`config.mk`:
```
export PLATFORM = sky130hd
export DESIGN_NAME = pc_sequencer
export DESIGN_NICKNAME = d
export VERILOG_FILES = /design/src/rtl/pc_sequencer.sv
export SDC_FILE = /design/constraint.sdc
export NUM_CORES = 1
export LEC_CHECK = 0
export ABC_AREA = 1
export CAP_MARGIN = 20
export CORE_ASPECT_RATIO = 1.75
export CORE_UTILIZATION = 33
export DETAILED_ROUTE_END_ITERATION = 10
export SETUP_SLACK_MARGIN = 0.1
export SLEW_MARGIN = 25
export SYNTH_ARGS = -nofsm -noshare
export SYNTH_HDL_FRONTEND = slang
export SYNTH_SLANG_ARGS = --single-unit
```
`constraint.sdc`:
```
create_clock -name clk -period 1.6 [get_ports clk]
set_clock_uncertainty 0.15 [all_clocks]
set_input_delay 0.24 -clock clk [delete_from_list [all_inputs] [get_ports clk]]
set_output_delay 0.24 -clock clk [all_outputs]
set_load 0.02 [all_outputs]
```
`src/rtl/pc_sequencer.sv`:
```
// Program-counter sequencer: fetch handshake, retire, redirects,
// misaligned-target traps and a retired-instruction counter.
module pc_sequencer #(
    parameter logic [31:0] RESET_VECTOR = 32'h0000_0000,
    parameter logic [31:0] TRAP_VECTOR  = 32'h0000_0100
) (
    input  logic        clk,
    input  logic        rst_n,
    output logic        imem_req,
    output logic [31:0] imem_addr,
    input  logic        imem_ack,
    output logic        instr_valid,
    input  logic        stall,
    input  logic        branch_taken,
    input  logic [31:0] branch_target,
    input  logic        jump,
    input  logic        jalr,
    input  logic [31:0] jump_target,
    input  logic        halt_req,
    output logic [31:0] pc,
    output logic [31:0] pc_plus4,
    output logic        trap,
    output logic [31:0] trap_pc,
    output logic [31:0] instret,
    output logic [1:0]  state
);

    typedef enum logic [1:0] {
        S_IDLE  = 2'd0,
        S_FETCH = 2'd1,
        S_EXEC  = 2'd2,
        S_HALT  = 2'd3
    } state_e;

    state_e      state_q, state_d;
    logic [31:0] pc_q, pc_d;
    logic [31:0] trap_pc_q;
    logic [31:0] instret_q;
    logic        trap_q;
    logic        imem_req_q;
    logic        instr_valid_q;

    logic        retire;
    logic [31:0] target;
    logic        misaligned;

    assign retire = (state_q == S_EXEC) && !stall;

    // Jump outranks branch; JALR clears the low bit before alignment check.
    always_comb begin
        target = pc_q + 32'd4;
        if (jump) begin
            target = jalr ? {jump_target[31:1], 1'b0} : jump_target;
        end else if (branch_taken) begin
            target = branch_target;
        end
    end

    assign misaligned = (target[1:0] != 2'b00);

    always_comb begin
        state_d = state_q;
        pc_d    = pc_q;
        unique case (state_q)
            S_IDLE:  state_d = S_FETCH;
            S_FETCH: if (imem_ack) state_d = S_EXEC;
            S_EXEC: begin
                if (retire) begin
                    state_d = halt_req ? S_HALT : S_FETCH;
                    pc_d    = misaligned ? TRAP_VECTOR : target;
                end
            end
            S_HALT:  state_d = S_HALT;
            default: state_d = S_IDLE;
        endcase
    end

    always_ff @(posedge clk or negedge rst_n) begin
        if (!rst_n) begin
            state_q       <= S_IDLE;
            pc_q          <= RESET_VECTOR;
            trap_q        <= 1'b0;
            trap_pc_q     <= 32'h0;
            instret_q     <= 32'h0;
            imem_req_q    <= 1'b0;
            instr_valid_q <= 1'b0;
        end else begin
            state_q       <= state_d;
            pc_q          <= pc_d;
            imem_req_q    <= (state_d == S_FETCH);
            instr_valid_q <= (state_d == S_EXEC);
            trap_q        <= retire && misaligned;
            if (retire) begin
                instret_q <= instret_q + 32'd1;
                if (misaligned) trap_pc_q <= pc_q;
            end
        end
    end

    assign imem_req    = imem_req_q;
    assign imem_addr   = pc_q;
    assign instr_valid = instr_valid_q;
    assign pc          = pc_q;
    assign pc_plus4    = pc_q + 32'd4;
    assign trap        = trap_q;
    assign trap_pc     = trap_pc_q;
    assign instret     = instret_q;
    assign state       = state_q;

endmodule
```
==> results by group <==
Pwr
  – Pwr/cell area: 1400 nW/um^2
  – Max rail drop VDD: 0.980 mV
  – Leak pwr: 0.00651 uW
  – Sequential power share: 0.227
  – Pint: 10400 uW
  – Clock network power share: 0.125
  – Sw Ratio: 0.439
  – Part of the power in combinational logic: 0.649
  – P_sw: 8130 uW

Worst setup path
  – Worst path slowest cell: dfrtp_2
  – Critical Path End Type: output pin
  – WS Path Type: register to output pin
  – Critical path, cell by cell: ha_4 > nand2_4 > nor2_4 > nand2_4 > buf_4 > buf_6 > o21ai_4 > nand2_2 > buf_6
  – Largest stage delay on the critical path: 0.42 ns
  – CP Data Required Time: 1.21 ns
  – Critical Path AT: 1.83 ns
  – Max FO, Critical Path: 5
  – CP startpoint kind: register

Global route
  – Total global-route track usage: 0.301
  – First-pass GRT wire length: 44.4 mm
  – Largest net degree at the start of global routing: 45
  – Total gr overflow: 0
  – Vias in the first global route: 8279
  – Initial antenna violation count: 0

CTS
  – Root Driver: clkbuf_16
  – Num CTS Buffers: 9
  – Reg clk slew, reported paths: 0.07 ns
  – Clk_lat worst skew: 0.36 ns
  – # clock sinks: 101
  – CTS H-tree lvls: 3
  – CTS tree: yes
  – CTS Buffer Depth: 2

STA
  – Setup ws final: -0.622 ns
  – Fin crit period: 2.22 ns
  – Max-Slew Margin vs Limit: 0.721
  – Final worst path period share: 1.39
  – RSZ-0062 raised after global routing: true
  – Slew of the pin with the lowest slew margin: 0.414 ns
  – Total negative slack: -28.38 ns
  – Hold Vio Cnt, Final: 0
  – Max Clock Freq: 0.450 GHz
  – Max-slew violations: 0
  – Finish-stage setup viols: 129

Logic synthesis
  – Leading area contributor after synthesis: dfrtp_1
  – Syn_area_per_cell: 6.99 um^2
  – Asr flop ratio synth: 1.00
  – Synthesized flop and latch total: 101
  – Post-synth EDFFs: 0
  – Count leader, synth: nand2_1
  – Seq/Total Area, Yosys: 0.396
  – Mapped Cells: 913
  – Warnings from Yosys: 0
  – Commonest cells in the netlist: nand2_1 (349), nor2_1 (106), dfrtp_1 (101)
  – Synth area leaders: dfrtp_1 (40%), nand2_1 (21%), nor2_1 (6.2%), buf_4 (4.5%), inv_1 (4.1%)
  – Yosys top cell area share: 0.396
  – Syn_nets: 987
  – Leading register cell type out of synthesis: dfrtp_1
  – Cell variety after synth: 41
  – Cell Area, Synth: 6380 um^2

Floorplan
  – Die X-Extent: 107 um
  – Die height: 186 um
  – Starting density of the core: 0.340
  – IO Pins: 237
  – Die area: 19900 um^2
  – Row cnt: 66
  – Core ar.: 18700 um^2

Outcome
  – Failing checks: negative setup slack
  – Outcome: complete, but fails checks

Cells and area
  – Final #Nets: 1464
  – Antenna diode count: 0
  – Synthesis-to-layout area growth: 108%
  – Layout cells sized above 1: 0.588
  – Core Util, Final: 0.707

Placement
  – # port buffers: 236
  – HPWL after DPL: 20.6 mm
  – Global placer's final weighted congestion: 0.936

Drt
  – Residual DRC: 0
  – 1st-iter DRT viols: 363
  – Vias/cell: 4.94
  – First-pass DRT Iterations: 5
  – Routed wire length: 30.6 mm
  – Routed len/inst: 18.7 um
  – Antenna Nets Post-Route: 0
  – Vias: 8064

Flow run
  – MaxCap Viol Count: 0

Hold path
  – Min-Delay Path Class: input pin to asynchronous set/reset pin
power by group through the flow:
stage,sequential [uW],clock (uW),combinational (uW)
5_1_grt,4280,2440,12700
6_report,4200,2310,12000
3_3_place_gp,3980,0,9510
4_1_cts,4040,2340,10900
2_1_floorplan,5180,0,3300
3_5_place_dp,4010,0,9550
per-stage QoR:
step | worst slack (ns) | area (um^2) | power (uW) | instances | hold WS, ns
2_1_floorplan | -0.173 | 6710 | 8480 | 913 | -0.206
3_3_place_gp | -0.645 | 10500 | 13500 | 1515 | 0.00740
3_5_place_dp | -0.689 | 10500 | 13600 | 1515 | 0.0106
4_1_cts | -0.617 | 12300 | 17300 | 1613 | 0.167
5_1_grt | -0.707 | 13300 | 19400 | 1633 | 0.177
6_report | -0.622 | 13300 | 18500 | 1633 | 0.178
state kept, by name (all words and copies together) (netlist names):
signal and cells:
imem_addr 32, imem_req 1, instr_valid 1, instret 32
state 2, trap 1, trap_pc 32
timing repair:
item	in CTS	in global routing
endpoints found under the setup margin	256	206
hold endpoints to repair	101	0
hold buffers	1	0
buffers inserted	75	47
pin swaps	101	113
gates resized for setup	954	294
cloned	10	1
worst max-delay path: cells and delay by family, from the launching register on:
kind | cells | cell delay (ns)
flip-flops | 1 | 0.42
adder cells (fa/ha/maj) | 1 | 0.16
buffers and inverters | 3 | 0.40
AO/OA/AOI/OAI | 1 | 0.14
AND/OR/NAND/NOR | 4 | 0.35
area by class of cell:
cell class,count,area [um^2]
clock buffers,12,246
clock inverters,4,48.8
fillers,1474,5480
inverters,79,355
multi-input cells,673,4610
flip-flops and latches,101,2590
well taps,238,298
repair buffers,526,5110
logic make-up (layout without fill, tap and decap cells):
kind of cell,after synthesis,in the layout,synth area share
XOR/XNOR,32,32,0.0475
AO/OA/AOI/OAI,80,80,0.0651
adder cells (fa/ha/maj),2,2,0.00392
buffers and inverters,139,621,0.112
flip-flops,101,101,0.396
AND/OR/NAND/NOR,559,559,0.376
metal layers:
| layer | GRT usage | wire length, um | share of wire |
|---|---|---|---|
| met5 | 0 | 0 | 0 |
| met3 | 0.0469 | 1420 | 0.047 |
| met1 | 0.291 | 10200 | 0.33 |
| met2 | 0.588 | 17300 | 0.56 |
| met4 | 0.174 | 1730 | 0.057 |
cells in the final DEF (no fill, tap or decap), types with 13 or more instances in the layout:
| master | Yosys | routed |
|---|---|---|
| dfrtp_1 | 101 | 51 |
| nor2_4 | 5 | 34 |
| nor2_2 | 11 | 18 |
| o21ai_1 | 16 | 22 |
| inv_1 | 70 | 54 |
| xor2_1 | 19 | 13 |
| buf_12 | 0 | 21 |
| buf_2 | 8 | 47 |
| dlygate4sd2_1 | 0 | 15 |
| buf_6 | 1 | 164 |
| nand2_4 | 1 | 35 |
| nand3_2 | 3 | 27 |
| nand2_2 | 10 | 101 |
| o21ai_2 | 0 | 29 |
| nand2_1 | 349 | 219 |
| inv_2 | 8 | 15 |
| clkdlybuf4s50_1 | 0 | 68 |
| nor2_1 | 106 | 70 |
| buf_4 | 38 | 173 |
| dfrtp_2 | 0 | 50 |
final timing paths:
path | startpoint | to | slack (ns) | depth (start not counted)
max in group asynchronous | rst_n | instret[13] | 0.57 | 3
min in group clk | jump | imem_addr[8] | 0.29 | 4
setup reg to reg | imem_addr[10] | imem_addr[26] | -0.54 | 16
hold / removal | rst_n | trap_pc[13] | 0.18 | 2
hold reg to reg | trap_pc[0] | trap_pc[0] | 0.33 | 2
setup / recovery | imem_addr[2] | pc_plus4[18] | -0.62 | 9
Power figures use the tool's default switching activity.
